**src/rtl/uart_tx_serializer_pkg.sv**
```systemverilog
// Shared UART definitions: line-state encodings and parity helpers, also used by the RX stage.
package uart_tx_serializer_pkg;

  typedef enum logic [2:0] {
    S_IDLE   = 3'd0,
    S_START  = 3'd1,
    S_DATA   = 3'd2,
    S_PARITY = 3'd3,
    S_STOP   = 3'd4
  } state_t;

  localparam logic PARITY_MODE_EVEN = 1'b0;
  localparam logic PARITY_MODE_ODD  = 1'b1;

  // Widest supported character is 9 bits; narrower bytes are zero-extended.
  function automatic logic parity_of(input logic [8:0] data, input logic odd);
    return (^data) ^ odd;
  endfunction

endpackage

```
**src/rtl/uart_tx_serializer_baud_gen.sv**
```systemverilog
// Bit-period down-counter: load presets BAUD_DIV-1, bit_end flags the final clock of a bit.
module uart_tx_serializer_baud_gen #(
  parameter int BAUD_DIV  = 434,
  parameter int CNT_WIDTH = 16
) (
  input  logic clock,
  input  logic reset,
  input  logic load,
  input  logic run,
  output logic bit_end
);

  logic [CNT_WIDTH-1:0] count;

  always_ff @(posedge clock or negedge reset) begin
    if (!reset) begin
      count <= '0;
    end else if (load) begin
      count <= CNT_WIDTH'(BAUD_DIV - 1);
    end else if (run && (count != '0)) begin
      count <= count - CNT_WIDTH'(1);
    end
  end

  assign bit_end = run && (count == '0);

endmodule

```
**src/rtl/uart_tx_serializer.sv**
```systemverilog
// UART transmit serializer draining a first-word-fall-through FIFO: start, LSB-first data,
// optional parity, 1 or 2 stop bits, with back-to-back frames and no idle gap.
module uart_tx_serializer
  import uart_tx_serializer_pkg::*;
#(
  parameter int DATA_WIDTH = 8,
  parameter int BAUD_DIV   = 434,
  parameter int CNT_WIDTH  = 16,
  parameter int PARITY_EN  = 0,
  parameter int PARITY_ODD = 0,
  parameter int STOP_BITS  = 1
) (
  input  logic                  clock,
  input  logic                  reset,
  input  logic                  enable,
  input  logic                  fifo_empty,
  input  logic [DATA_WIDTH-1:0] fifo_data,
  output logic                  fifo_deQ,
  output logic                  tx,
  output logic                  busy,
  output state_t                state
);

  localparam int                IDX_W     = (DATA_WIDTH > 1) ? $clog2(DATA_WIDTH) : 1;
  localparam logic [IDX_W-1:0]  LAST_IDX  = IDX_W'(DATA_WIDTH - 1);
  localparam logic              LAST_STOP = (STOP_BITS == 2);
  localparam logic              ODD_BIT   = (PARITY_ODD != 0) ? PARITY_MODE_ODD : PARITY_MODE_EVEN;

  state_t                state_d;
  logic [DATA_WIDTH-1:0] shift, shift_d;
  logic [IDX_W-1:0]      bit_idx, bit_idx_d;
  logic                  stop_idx, stop_idx_d;
  logic                  parity, parity_d;
  logic                  tx_d;
  logic                  load, run, bit_end, launch_ok, capture;

  // FIFO handshake: the FIFO's "valid" is ~fifo_empty and fifo_data is valid whenever it is;
  // fifo_deQ acts as "ready" and a byte transfers on any edge where both are high.
  assign launch_ok = enable && !fifo_empty;
  assign run       = (state != S_IDLE);
  assign busy      = run;

  uart_tx_serializer_baud_gen #(
    .BAUD_DIV  (BAUD_DIV),
    .CNT_WIDTH (CNT_WIDTH)
  ) u_baud (
    .clock   (clock),
    .reset   (reset),
    .load    (load),
    .run     (run),
    .bit_end (bit_end)
  );

  always_ff @(posedge clock or negedge reset) begin
    if (!reset) begin
      state    <= S_IDLE;
      shift    <= '0;
      bit_idx  <= '0;
      stop_idx <= 1'b0;
      parity   <= 1'b0;
      tx       <= 1'b1;
    end else begin
      state    <= state_d;
      shift    <= shift_d;
      bit_idx  <= bit_idx_d;
      stop_idx <= stop_idx_d;
      parity   <= parity_d;
      tx       <= tx_d;
    end
  end

  always_comb begin
    state_d    = state;
    shift_d    = shift;
    bit_idx_d  = bit_idx;
    stop_idx_d = stop_idx;
    parity_d   = parity;
    load       = 1'b0;
    capture    = 1'b0;
    fifo_deQ   = 1'b0;

    case (state)
      S_IDLE: begin
        if (launch_ok) capture = 1'b1;
      end
      S_START: begin
        if (bit_end) begin
          state_d = S_DATA;
          load    = 1'b1;
        end
      end
      S_DATA: begin
        if (bit_end) begin
          load = 1'b1;
          if (bit_idx == LAST_IDX) begin
            state_d    = (PARITY_EN != 0) ? S_PARITY : S_STOP;
            stop_idx_d = 1'b0;
          end else begin
            bit_idx_d = bit_idx + IDX_W'(1);
            shift_d   = shift >> 1;
          end
        end
      end
      S_PARITY: begin
        if (bit_end) begin
          state_d    = S_STOP;
          stop_idx_d = 1'b0;
          load       = 1'b1;
        end
      end
      S_STOP: begin
        if (bit_end) begin
          if (stop_idx != LAST_STOP) begin
            stop_idx_d = 1'b1;
            load       = 1'b1;
          end else if (launch_ok) begin
            capture = 1'b1;
          end else begin
            state_d = S_IDLE;
          end
        end
      end
      default: state_d = S_IDLE;
    endcase

    // Parity is frozen at capture so later fifo_data changes cannot disturb the frame.
    if (capture) begin
      fifo_deQ   = 1'b1;
      shift_d    = fifo_data;
      parity_d   = parity_of(9'(fifo_data), ODD_BIT);
      bit_idx_d  = '0;
      stop_idx_d = 1'b0;
      state_d    = S_START;
      load       = 1'b1;
    end

    case (state_d)
      S_START:  tx_d = 1'b0;
      S_DATA:   tx_d = shift_d[0];
      S_PARITY: tx_d = parity_d;
      default:  tx_d = 1'b1;
    endcase
  end

endmodule

```
**config.mk**
```make
export PLATFORM = sky130hd
export DESIGN_NAME = uart_tx_serializer
export DESIGN_NICKNAME = d
export VERILOG_FILES = /design/src/rtl/uart_tx_serializer_pkg.sv /design/src/rtl/uart_tx_serializer_baud_gen.sv /design/src/rtl/uart_tx_serializer.sv
export SDC_FILE = /design/constraint.sdc
export NUM_CORES = 1
export LEC_CHECK = 0
export BUFFER_PORTS_ARGS = -buffer_cell sky130_fd_sc_hd__buf_2
export CAP_MARGIN = 20
export CORE_MARGIN = 2
export CORE_UTILIZATION = 30
export CTS_CLUSTER_SIZE = 12
export DETAILED_ROUTE_END_ITERATION = 16
export PLACE_DENSITY = 0.57
export REMOVE_ABC_BUFFERS = 1
export SLEW_MARGIN = 10
export SYNTH_ARGS = -nofsm -noshare
export SYNTH_HDL_FRONTEND = slang
export SYNTH_SLANG_ARGS = --single-unit
```
**constraint.sdc**
```tcl
create_clock -name clock -period 4.27 [get_ports clock]
set_clock_uncertainty 0.05 [all_clocks]
set_input_delay 0.427 -clock clock [delete_from_list [all_inputs] [get_ports clock]]
set_output_delay 0.427 -clock clock [all_outputs]
set_load 0.005 [all_outputs]
```
Word-level counts from Yosys, hierarchy flattened
Index checks and enable logic that the tools add are counted.
W data, S select, Z words.
{"block": "totals", "register_bits": 33, "output_inout_bits": 6, "word_cells": 76}
{"block": "op_classes", "eq_ne": 13, "addsub": 2, "n_mux": 37, "n_reduce_logical": 16}
{"cell": "$mux W3", "count": 12}
{"cell": "$mux W16", "count": 2}
{"cell": "$mux W8", "count": 4}
{"cell": "$logic_not A16 Y1", "count": 1}
{"cell": "$reduce_bool A16 Y1", "count": 1}
{"cell": "$sub A16 B1 Y16 const B", "count": 1}
{"cell": "$pmux W3 S5", "count": 1}
{"cell": "$mux W1", "count": 14}
{"cell": "$eq A3 B2 Y1 const B", "count": 4}
{"cell": "$ne A3 B3 Y1 const B", "count": 4}
{"cell": "$reduce_xor A9 Y1", "count": 1}
{"cell": "$eq A3 B1 Y1 const B", "count": 2}
{"cell": "$eq A3 B3 Y1 const B", "count": 2}
{"cell": "$pmux W1 S3", "count": 2}
{"cell": "$reduce_bool A2 Y1", "count": 3}
{"cell": "$reduce_and A5 Y1", "count": 1}
{"cell": "$pmux W1 S2", "count": 2}
{"cell": "$reduce_bool A4 Y1", "count": 1}
{"cell": "$add A3 B1 Y3 const B", "count": 1}
{"cell": "$logic_and A1 B1 Y1", "count": 3}
{"cell": "$logic_not A3 Y1", "count": 1}
{"cell": "$reduce_and A3 Y1", "count": 1}
{"cell": "$reduce_bool A3 Y1", "count": 1}
{"cell": "$reduce_or A3 Y1", "count": 1}
{"cell": "other kinds (2)", "count": 2}

Longest topological paths before layout
Gate-level depths: netlist of run 1.
{"block": "depth", "depth_word": 9, "depth_mapped": 11}

By module
From an unflattened synthesis of run 1, not the netlist that was laid out.
{"block": "unflattened", "cells_unflattened": 189, "hier_area_um2": 1911.8}
{"mod": "uart_tx_serializer_baud_gen", "area_per_inst_um2": 963.4, "instances": 1, "seq_area_each_um2": 400.4, "cells_each": 105}
{"mod": "uart_tx_serializer", "area_per_inst_um2": 948.4, "instances": 1, "seq_area_each_um2": 401.6, "cells_each": 84}

Worst setup path after synthesis of run 1
Ideal clock, no wire load.
{"block": "synth_timing", "kind": "register to output", "startpoint": "register u_baud.count[8]", "endpoint": "output fifo_deQ", "n_path_buf": 2, "slack_ns": 1.775, "arrival_time_ns": 2.018, "path_stages_with_launch": 8, "cell_sequence": "dfrtp_1 or4_4 or4_1 buf_2 nand2_2 nand2_2 clkinv_2 buf_4"}
{"block": "synth_via", "elab_chain_len": 5}
{"item": "start, declared", "line_no": "uart_tx_serializer_baud_gen.sv:13", "text": "logic [CNT_WIDTH-1:0] count;"}
{"item": "start signal, assigned", "line_no": "uart_tx_serializer_baud_gen.sv:19", "text": "count <= CNT_WIDTH'(BAUD_DIV - 1);"}
{"item": "start signal, assigned", "line_no": "uart_tx_serializer_baud_gen.sv:21", "text": "count <= count - CNT_WIDTH'(1);"}
{"item": "$logic_not A16 Y1", "line_no": "uart_tx_serializer_baud_gen.sv:25", "text": "assign bit_end = run && (count == '0);"}
{"item": "$logic_and A1 B1 Y1", "line_no": "uart_tx_serializer_baud_gen.sv:25"}
{"item": "$mux W1", "line_no": "uart_tx_serializer.sv:112", "text": "if (bit_end) begin"}
{"item": "$pmux W1 S2", "line_no": "uart_tx_serializer.sv:82", "text": "case (state)"}
{"item": "$mux W1", "line_no": "uart_tx_serializer.sv:127", "text": "if (capture) begin"}
{"item": "end, declared", "line_no": "uart_tx_serializer.sv:18", "text": "output logic fifo_deQ,"}
No other way between the ends.

Final worst setup path of run 1
Ends and elaborated chain as after synthesis.

==> reports/qor.yml, run 1 <==
status:
  status: "finished, final reports clean"
worst_setup_path:
  crit_fanout: 16
  slowest_delay_ns: 0.74
  worstPathArrival_ns: 2.58
  cp.required_ns: 3.79
  cp.buffers_inverters: 2
  crit_type: "reg2out"
  cp_slowest_cell: "or4_1"
  rrSetupSlack_ns: 1.41
  cp_common_cell: "nand2_2"
  path_depth: 6
  r2r_cells: 6
  start_kind: "register"
  crit_family: "simple AND/OR/NAND/NOR gates"
  worstSetupEndpointType: "output pin"
  worstPathCellList: "or4_4 -> or4_1 -> nand2_2 -> nand2_2 -> clkinv_2 -> buf_2"
layout:
  fin_util_pct: 35.6
  final_common_cell: "dfrtp_1"
  finalNetCount: 208
  multiInputGateArea_um2: 868
  antenna_cells: 0
  layout_common_cells: "dfrtp_1, nor2_1, buf_2"
  seq_area_um2: 802
  layout-drive-gt1-share_pct: 19.2
  syn2layout_area_growth_pct: 15.0
  n_fill_cell: 580
pwr:
  ir_worst_vdd_v: 0.000157
  power.leakage_nw: 0.857
  power_density_nw_per_um2: 439
die:
  io_pins: 18
  rows: 27
  dieArea_um2: 6310
  die_x_um: 79.4
  die_h_um: 79.4
  coreArea_um2: 5510
  initial_utilization_pct: 31.0
clock_tree:
  clockBufferDepth: 2
  cts_resized: 0
  cts_root_buffer: "clkbuf_8"
  cts.sinks: 32
  postCtsSetupBuffers: 0
  insertion_delay_ns: 0.28
  tritoncts: "done"
  hold_buffers: 0
  htreeDepth: 2
  numCtsBuffers: 5
  clk_pin_slew_ns: 0.07
timing:
  min_period_over_period_pct: 71.5
  finalCriticalPeriod_ns: 3.06
  tightest_slew_ns: 0.716
  final_hold_viol_count: 0
  setup_violations: 0
  max_freq_mhz: 327
  slew-limit-headroom_pct: 52.3
  maxSlewViolCount: 0
  rsz0062_at_grt: "false"
  fin_tns_setup_ns: 0
route:
  drt_iter0_drc: 60
  drt.antenna.violating_nets: 0
  wl_per_cell_um: 12.5
  wl_um: 3310
  drc: 0
  vias_per_cell: 4.68
  drtPass1Iterations: 4
  dr_total_vias: 1240
global_routing:
  grt_usage_pct: 11.4
  grt_pass1_wl_um: 5510
  grt_pass1_vias: 1181
  grt_overflow: 0
  antenna_found_initial: 0
  grt_start_max_net_pins: 33
synthesis:
  yosys.area.top_type_share_pct: 45.5
  postSynthAreaPerCell_um2: 9.92
  ys.flop_type: "dfrtp_1"
  synth_largest_area_cell: "dfrtp_1"
  syn_inst: 172
  yosysWarnings: 0
  synthArstFlopShare_pct: 100
  synth_edf_count: 0
  ys_types: 40
  ys_seq_area_share_pct: 47.0
  synth_area_leaders: "dfrtp_1, nor2_1, xnor2_1"
  ys_ff_latch: 32
  synthesis.area_um2: 1710
placed_design:
  routabilityCongestion: 0.733
  portBuffers: 17
  hpwl_um: 2420
job:
  drv_cap: 0
min_path:
  hold_path.class: "in2async"
path summary, 6_finish.rpt:
check / start / end
min: reset / u_baud.count[1]
max: u_baud.count[8] / fifo_deQ
min reg2reg: shift[4] / shift[4]
max reg2reg: u_baud.count[8] / tx
min in group clock: fifo_data[7] / shift[7]
max in group asynchronous: reset / u_baud.count[13]
cell usage after synthesis (2+ instances only):
cell type  instances
clkbuf_1           2
nand2_2            2
nor2_1            28
nor3_1             4
or3b_2             2
or4_4              2
nor2b_1            2
xnor2_1           12
o22ai_1            2
o21ai_1            2
dfrtp_1           31
o21ai_0            4
nand2_1           15
nand2b_1           5
o221a_1            3
nor4_1             3
inv_1              3
ha_1               4
xor2_1            10
nand3b_1           3
mux2i_1            4
nand3_1            5
a21oi_1            4
or4_1              4
area by class of cell:
class / instances / area share [%]
repair buffers: 17 / 4.34
inverters: 4 / 0.829
flip-flops and latches: 32 / 40.9
clock buffers: 8 / 5.10
multi-input cells: 132 / 44.3
well taps: 72 / 4.59
registers in the layout, indices dropped and copies added, names as in the netlist:
| signal | flops |
|---|---|
| tx | 1 |
| state | 3 |
| bit_idx | 3 |
| u_baud.count | 16 |
| parity | 1 |
| shift | 8 |
logic make-up (layout without fill, tap and decap cells):
logic type	after synthesis	count (layout)	share of synthesized area, %
xor gates and xnor gates	22	22	11.3
AOI/OAI and AO/OA	23	23	9.53
muxes	4	4	2.35
adders and majority gates	4	4	2.93
DFF	32	32	47.0
and+or+nand+nor	79	79	24.8
buffers and inverters	8	29	2.13
through the flow:
stage	hold WS (ns)	cells	power [mW]	setup slack [ns]	area (um^2)
finish	0.150	265	0.861	1.21	1960
global route	0.219	265	0.919	1.06	1960
CTS	0.183	265	0.871	1.20	1960
detailed placement	0.450	257	0.612	1.41	1860
global placement	0.439	257	0.610	1.39	1860
floorplan	0.0814	168	0.554	1.78	1690
metal layers:
metal	GRT usage [%]	up-vias	share of wire (%)
li1	-	632	-
met1	15.2	582	49
met2	17.7	22	46
met3	3.62	4	4.1
met4	3.62	0	1.1
met5	0	-	0
worst register-to-register path, cell delays in order, from the launching register on:
cell     delay [ns]
dfrtp_1        0.42
or4_4          0.59
nor4_4         0.60
nand3_2        0.40
mux2i_1        0.32
a21oi_1        0.10
a311o_1        0.33
power by group:
part	switching [mW]	internal (mW)	leakage, nW
Clock	0.108	0.147	0.0515
Sequential	0.0511	0.365	0.390
Combinational	0.0989	0.0901	0.415
Note: power is estimated with default switching activity, not from simulation.
==> run 2: changes to the inputs <==
--- a/config.mk
+++ b/config.mk
@@ -11,7 +11,7 @@
 export CORE_UTILIZATION = 30
 export CTS_CLUSTER_SIZE = 12
 export DETAILED_ROUTE_END_ITERATION = 16
-export PLACE_DENSITY = 0.57
+export PLACE_DENSITY = 0.59
 export REMOVE_ABC_BUFFERS = 1
 export SLEW_MARGIN = 10
 export SYNTH_ARGS = -nofsm -noshare
==> constraint.sdc (replaced) <==
create_clock -name clock -period 2.7 [get_ports clock]
set_clock_uncertainty 0.05 [all_clocks]
set_input_delay 0.27 -clock clock [delete_from_list [all_inputs] [get_ports clock]]
set_output_delay 0.27 -clock clock [all_outputs]
set_load 0.005 [all_outputs]
==> run 2 against run 1 <==
Cell area increased by 3.7%. Utilization is 1.3 points higher. Highest routed layer unchanged. Combinational power up 70%. Global-route usage rose by 0.75 points. Critical path depth increased by 2. First-iteration DRC count up 100%. Clock power rose by 59%. Register-to-register slack worse by 1.2 ns. Final cell count grew 3.0%. Total power increased by 61%. Clock-buffer cell count stayed put.
==> reports/qor.yml, run 2 (synthesis gave the netlist of run 1 again) <==
layout:
  final_common_cell: "dfrtp_1"
  top_regs: "u_baud.count (16), shift (8)"
  top_register: "u_baud.count"
  layout_common_cells: "dfrtp_1, nor2_1, buf_2"
  antenna_cells: 0
  largest_register_ffs: 16
  n_fill_cell: 572
  layout-drive-gt1-share_pct: 22.4
  syn2layout_area_growth_pct: 19.2
  fin_util_pct: 36.9
  finalNetCount: 216
timing:
  min_period_over_period_pct: 95.8
  finalCriticalPeriod_ns: 2.59
  rsz0062_at_grt: "false"
  fin_tns_setup_ns: 0
  postLayoutSetupSlackWorst_ns: 0.114
  setup_violations: 0
  tightest_slew_ns: 0.716
  maxSlewViolCount: 0
  max_freq_mhz: 387
  final_hold_viol_count: 0
  slew-limit-headroom_pct: 51.8
clock_tree:
  clockBufferDepth: 2
  cts_root_buffer: "clkbuf_8"
  insertion_delay_ns: 0.29
  numCtsBuffers: 5
  clk_pin_slew_ns: 0.07
  tritoncts: "done"
  htreeDepth: 2
  cts.sinks: 32
pwr:
  p_int_mw: 0.963
  power.leakage_nw: 0.899
  swShare_pct: 30.4
  pwr-share-comb_pct: 23.3
  clockPowerShare_pct: 29.3
  ir_worst_vdd_v: 0.000304
  power_density_nw_per_um2: 680
  switchingPower_mw: 0.420
  p_seq_share_pct: 47.4
route:
  drt.antenna.violating_nets: 0
  wl_per_cell_um: 12.3
  wl_um: 3370
  vias_per_cell: 4.73
  drt_iter0_drc: 122
  drtPass1Iterations: 4
  dr_total_vias: 1292
  drc: 0
placed_design:
  pre_cts_slack_ns: 0.0912
  hpwl_um: 2490
  routabilityCongestion: 0.747
  portBuffers: 17
global_routing:
  grt_usage_pct: 12.2
  antenna_found_initial: 0
  grt_pass1_wl_um: 6020
  grt_pass1_vias: 1299
  grt_start_max_net_pins: 33
  grt_overflow: 0
worst_setup_path:
  reg2reg_from: "u_baud.count[0]"
  crit_fanout: 3
  crit_start: "u_baud.count[0]"
  crit_type: "reg2out"
  start_kind: "register"
  cp.required_ns: 2.38
  worstSetupEndpointType: "output pin"
  worstPathArrival_ns: 2.27
die:
  io_pins: 18
  rows: 27
  coreArea_um2: 5510
  die_h_um: 79.4
  initial_utilization_pct: 31.0
  die_x_um: 79.4
  dieArea_um2: 6310
min_path:
  hold_path.class: "in2reg"
  min_from: "fifo_data[3]"
job:
  drv_cap: 0
status:
  status: "finished, final reports clean"
run 2: timing repair:
item	CTS	global route
endpoints found under the hold margin	1	0
hold buffers	1	0
buffers inserted	2	0
pin swaps	1	0
endpoints found under the setup margin	1	13
gates resized for setup	2	1
run 2: path summary, 6_finish.rpt:
kind | to | slack [ns] | cells past startpoint
setup / recovery | fifo_deQ | 0.11 | 8
hold / removal | shift[3] | 0.17 | 3
setup reg to reg | u_baud.count[9] | 0.17 | 9
hold reg to reg | shift[4] | 0.46 | 2
max in group asynchronous | bit_idx[2] | 1.63 | 2
min in group asynchronous | u_baud.count[15] | 0.52 | 2
run 2: power groups by stage:
stage | Combinational [mW] | Sequential (mW) | Clock (mW)
floorplan | 0.231 | 0.646 | 0
global placement | 0.313 | 0.662 | 0
detailed placement | 0.320 | 0.662 | 0
CTS | 0.323 | 0.655 | 0.419
global route | 0.366 | 0.671 | 0.447
finish | 0.322 | 0.656 | 0.405
run 2: worst max-delay path: stages (launching register included):
cell and delay, ns:
dfrtp_1 0.40, inv_1 0.09, ha_1 0.16, or3b_4 0.40, or4_4 0.55, nand2_2 0.09, nand2_2 0.09, clkinv_4 0.09
buf_2 0.10
run 2: final cells by class:
type / count / area, um^2 / share of cell area (%)
multi-input cells: 132 / 875 / 43.0
repair buffers: 25 / 148 / 7.26
clock buffers: 8 / 100 / 4.92
well taps: 72 / 90.1 / 4.43
inverters: 4 / 20.0 / 0.984
flip-flops and latches: 32 / 802 / 39.4
run 2: per-stage QoR:
stage / cells / power, mW / cell area (um^2) / hold WS [ns]
2_1_floorplan: 168 / 0.877 / 1690 / -0.0756
3_3_place_gp: 262 / 0.976 / 1900 / 0.332
3_5_place_dp: 262 / 0.982 / 1900 / 0.315
4_1_cts: 273 / 1.40 / 2030 / 0.161
5_1_grt: 273 / 1.48 / 2030 / 0.198
6_report: 273 / 1.38 / 2030 / 0.170
run 2: layer usage:
metal  wire [um]  vias up  global-route usage (%)
met5           0        -                       0
met4          42        0                    3.10
met3         131        5                    4.19
li1            -      650                       -
met1        1600      618                    15.5
met2        1600       19                    19.7
==> run 3: changes to the inputs <==
--- a/config.mk
+++ b/config.mk
@@ -5,13 +5,14 @@
 export SDC_FILE = /design/constraint.sdc
 export NUM_CORES = 1
 export LEC_CHECK = 0
+export ABC_AREA = 1
 export BUFFER_PORTS_ARGS = -buffer_cell sky130_fd_sc_hd__buf_2
 export CAP_MARGIN = 20
 export CORE_MARGIN = 2
 export CORE_UTILIZATION = 30
 export CTS_CLUSTER_SIZE = 12
 export DETAILED_ROUTE_END_ITERATION = 16
-export PLACE_DENSITY = 0.59
+export PLACE_DENSITY = 0.58
 export REMOVE_ABC_BUFFERS = 1
 export SLEW_MARGIN = 10
 export SYNTH_ARGS = -nofsm -noshare
==> constraint.sdc (replaced) <==
create_clock -name clock -period 2.7 [get_ports clock]
set_clock_uncertainty 0.05 [all_clocks]
set_input_delay 0.135 -clock clock [delete_from_list [all_inputs] [get_ports clock]]
set_output_delay 0.135 -clock clock [all_outputs]
set_load 0.005 [all_outputs]
==> run 3 against run 2 <==
Critical endpoint unchanged. Largest cell class unchanged. First-iteration DRC count decreased by 16%. Critical path depth increased by 1. Maximum frequency increased by 28%. Final cell count increased by 43%.
==> reports/qor.yml, run 3 <==
clock_tree:
  clk_pin_slew_ns: 0.07
  insertion_delay_ns: 0.29
  htreeDepth: 2
  cts_root_buffer: "clkbuf_8"
  cts_resized: 0
  hold_buffers: 1
  postCtsSetupBuffers: 0
  tritoncts: "done"
  numCtsBuffers: 5
  clockBufferDepth: 2
  cts.sinks: 32
worst_setup_path:
  cp.required_ns: 2.52
  rrSetupSlack_ns: 0.86
  endpoint: "fifo_deQ"
  worstSetupEndpointType: "output pin"
  crit_start: "u_baud.count[0]"
  worstPathArrival_ns: 1.83
  reg2reg_from: "u_baud.count[0]"
  r2r_cells: 11
  start_kind: "register"
  reg2reg_to: "u_baud.count[10]"
  crit_type: "reg2out"
  crit_fanout: 17
timing:
  postLayoutSetupSlackWorst_ns: 0.688
  tightest_slew_ns: 0.714
  slew-limit-headroom_pct: 52.4
  maxSlewViolCount: 0
  setup_violations: 0
  rsz0062_at_grt: "false"
  final_hold_viol_count: 0
  fin_tns_setup_ns: 0
  max_freq_mhz: 497
  min_period_over_period_pct: 74.5
  finalCriticalPeriod_ns: 2.01
route:
  dr_total_vias: 1771
  drt.antenna.violating_nets: 0
  drt_iter0_drc: 102
  drtPass1Iterations: 4
  vias_per_cell: 4.53
  wl_per_cell_um: 11.6
  wl_um: 4540
  drc: 0
layout:
  antenna_cells: 0
  n_fill_cell: 737
  seq_area_um2: 802
  multiInputGateArea_um2: 1200
  top_register: "u_baud.count"
  layout-drive-gt1-share_pct: 20.0
  syn2layout_area_growth_pct: 14.0
  layout_common_cells: "nand2_1, nor2_1, dfrtp_1"
  top_regs: "u_baud.count (16), shift (8)"
  finalNetCount: 310
  final_common_cell: "nand2_1"
  largest_register_ffs: 16
min_path:
  min_from: "fifo_data[7]"
  hold_path.class: "in2reg"
synthesis:
  synth_edf_count: 0
  ys_ff_latch: 32
  yosysWarnings: 0
  ys_types: 36
  yosys.area.top_type_share_pct: 36.3
  synth_commonest_cells: "nand2_1, nor2_1, dfrtp_1"
  syn_inst: 276
  ys.flop_type: "dfrtp_1"
  synthesis.area_um2: 2140
  ys_seq_area_share_pct: 37.5
  yosysMostFrequentCell: "nand2_1"
  synth_area_leaders: "dfrtp_1, nand2_1, nor2_1"
  postSynthAreaPerCell_um2: 7.75
  synthArstFlopShare_pct: 100
  synth_largest_area_cell: "dfrtp_1"
global_routing:
  gr-usage-met3_pct: 3.17
  grt_overflow: 0
  busiest_layer: "met2"
  globalRouteMet2Util_pct: 19.7
  grt_pass1_vias: 1583
  met1_usage_pct: 16.2
  antenna_found_initial: 0
  grt_usage_pct: 12.4
  grt_start_max_net_pins: 33
  grt_pass1_wl_um: 7470
die:
  rows: 30
  io_pins: 18
  die_h_um: 88.4
  dieArea_um2: 7820
  initial_utilization_pct: 31.3
  coreArea_um2: 6830
  die_x_um: 88.4
placed_design:
  portBuffers: 17
  hpwl_um: 3400
  pre_cts_slack_ns: 0.859
  routabilityCongestion: 0.818
job:
  drv_cap: 0
pwr:
  power.leakage_nw: 1.20
  ir_worst_vdd_v: 0.000228
  power_density_nw_per_um2: 708
status:
  status: "finished, final reports clean"
-- run 3: worst min path at each step --
stage,end,slack [ns],cells after the start
final,shift[7],0.1,3
after global routing,shift[0],0.11,3
after CTS,shift[7],0.09,3
after detailed placement,u_baud.count[13],0.20,1
after global placement,u_baud.count[3],0.18,1
after floorplan,bit_idx[0],-0.21,0
-- run 3: cell families after synthesis --
| group | synth area share, % |
|---|---|
| xor gates and xnor gates | 9.01 |
| DFF | 37.5 |
| buffers and inverters | 6.32 |
| adders and majority gates | 2.34 |
| AOI/OAI and AO/OA | 5.21 |
| and+or+nand+nor | 39.6 |
-- run 3: cell type report --
class	count	share of cell area, %
flip-flops and latches	32	32.9
inverters	24	3.80
well taps	96	4.93
multi-input cells	213	49.3
clock buffers	7	3.95
clock inverters	1	1.23
repair buffers	18	3.90
-- run 3: layer usage --
layer | vias to the layer above | wire length, um
met5 | - | 0
met3 | 7 | 170
li1 | 901 | -
met2 | 29 | 2120
met4 | 0 | 76
met1 | 834 | 2170
-- run 3: critical path, stage by stage, from the launching register on --
cell and delay, ns:
dfrtp_1 0.39, inv_1 0.12, ha_1 0.23, nand2_2 0.11, nor2_8 0.16, nand2_8 0.09, nand2_4 0.09, nand2_8 0.11
inv_2 0.12, buf_2 0.12
-- run 3: through the flow --
step                      total power [mW]  hold slack, ns  utilization [%]  std cells  instance area, um^2
after floorplan                       1.09          -0.211                -        269                 2100
after global placement                1.22           0.184             33.7        382                 2300
after CTS                             1.75          0.0901             35.7        391                 2440
after global routing                  1.84           0.113             35.7        391                 2440
after detailed placement              1.22           0.195             33.7        382                 2300
final                                 1.73          0.0971             35.7        391                 2440
-- run 3: power by group --
part	internal, mW	switching, mW	total (mW)
registers	0.610	0.111	0.722
clock network	0.326	0.185	0.511
logic	0.197	0.296	0.493
total	1.13	0.592	1.73
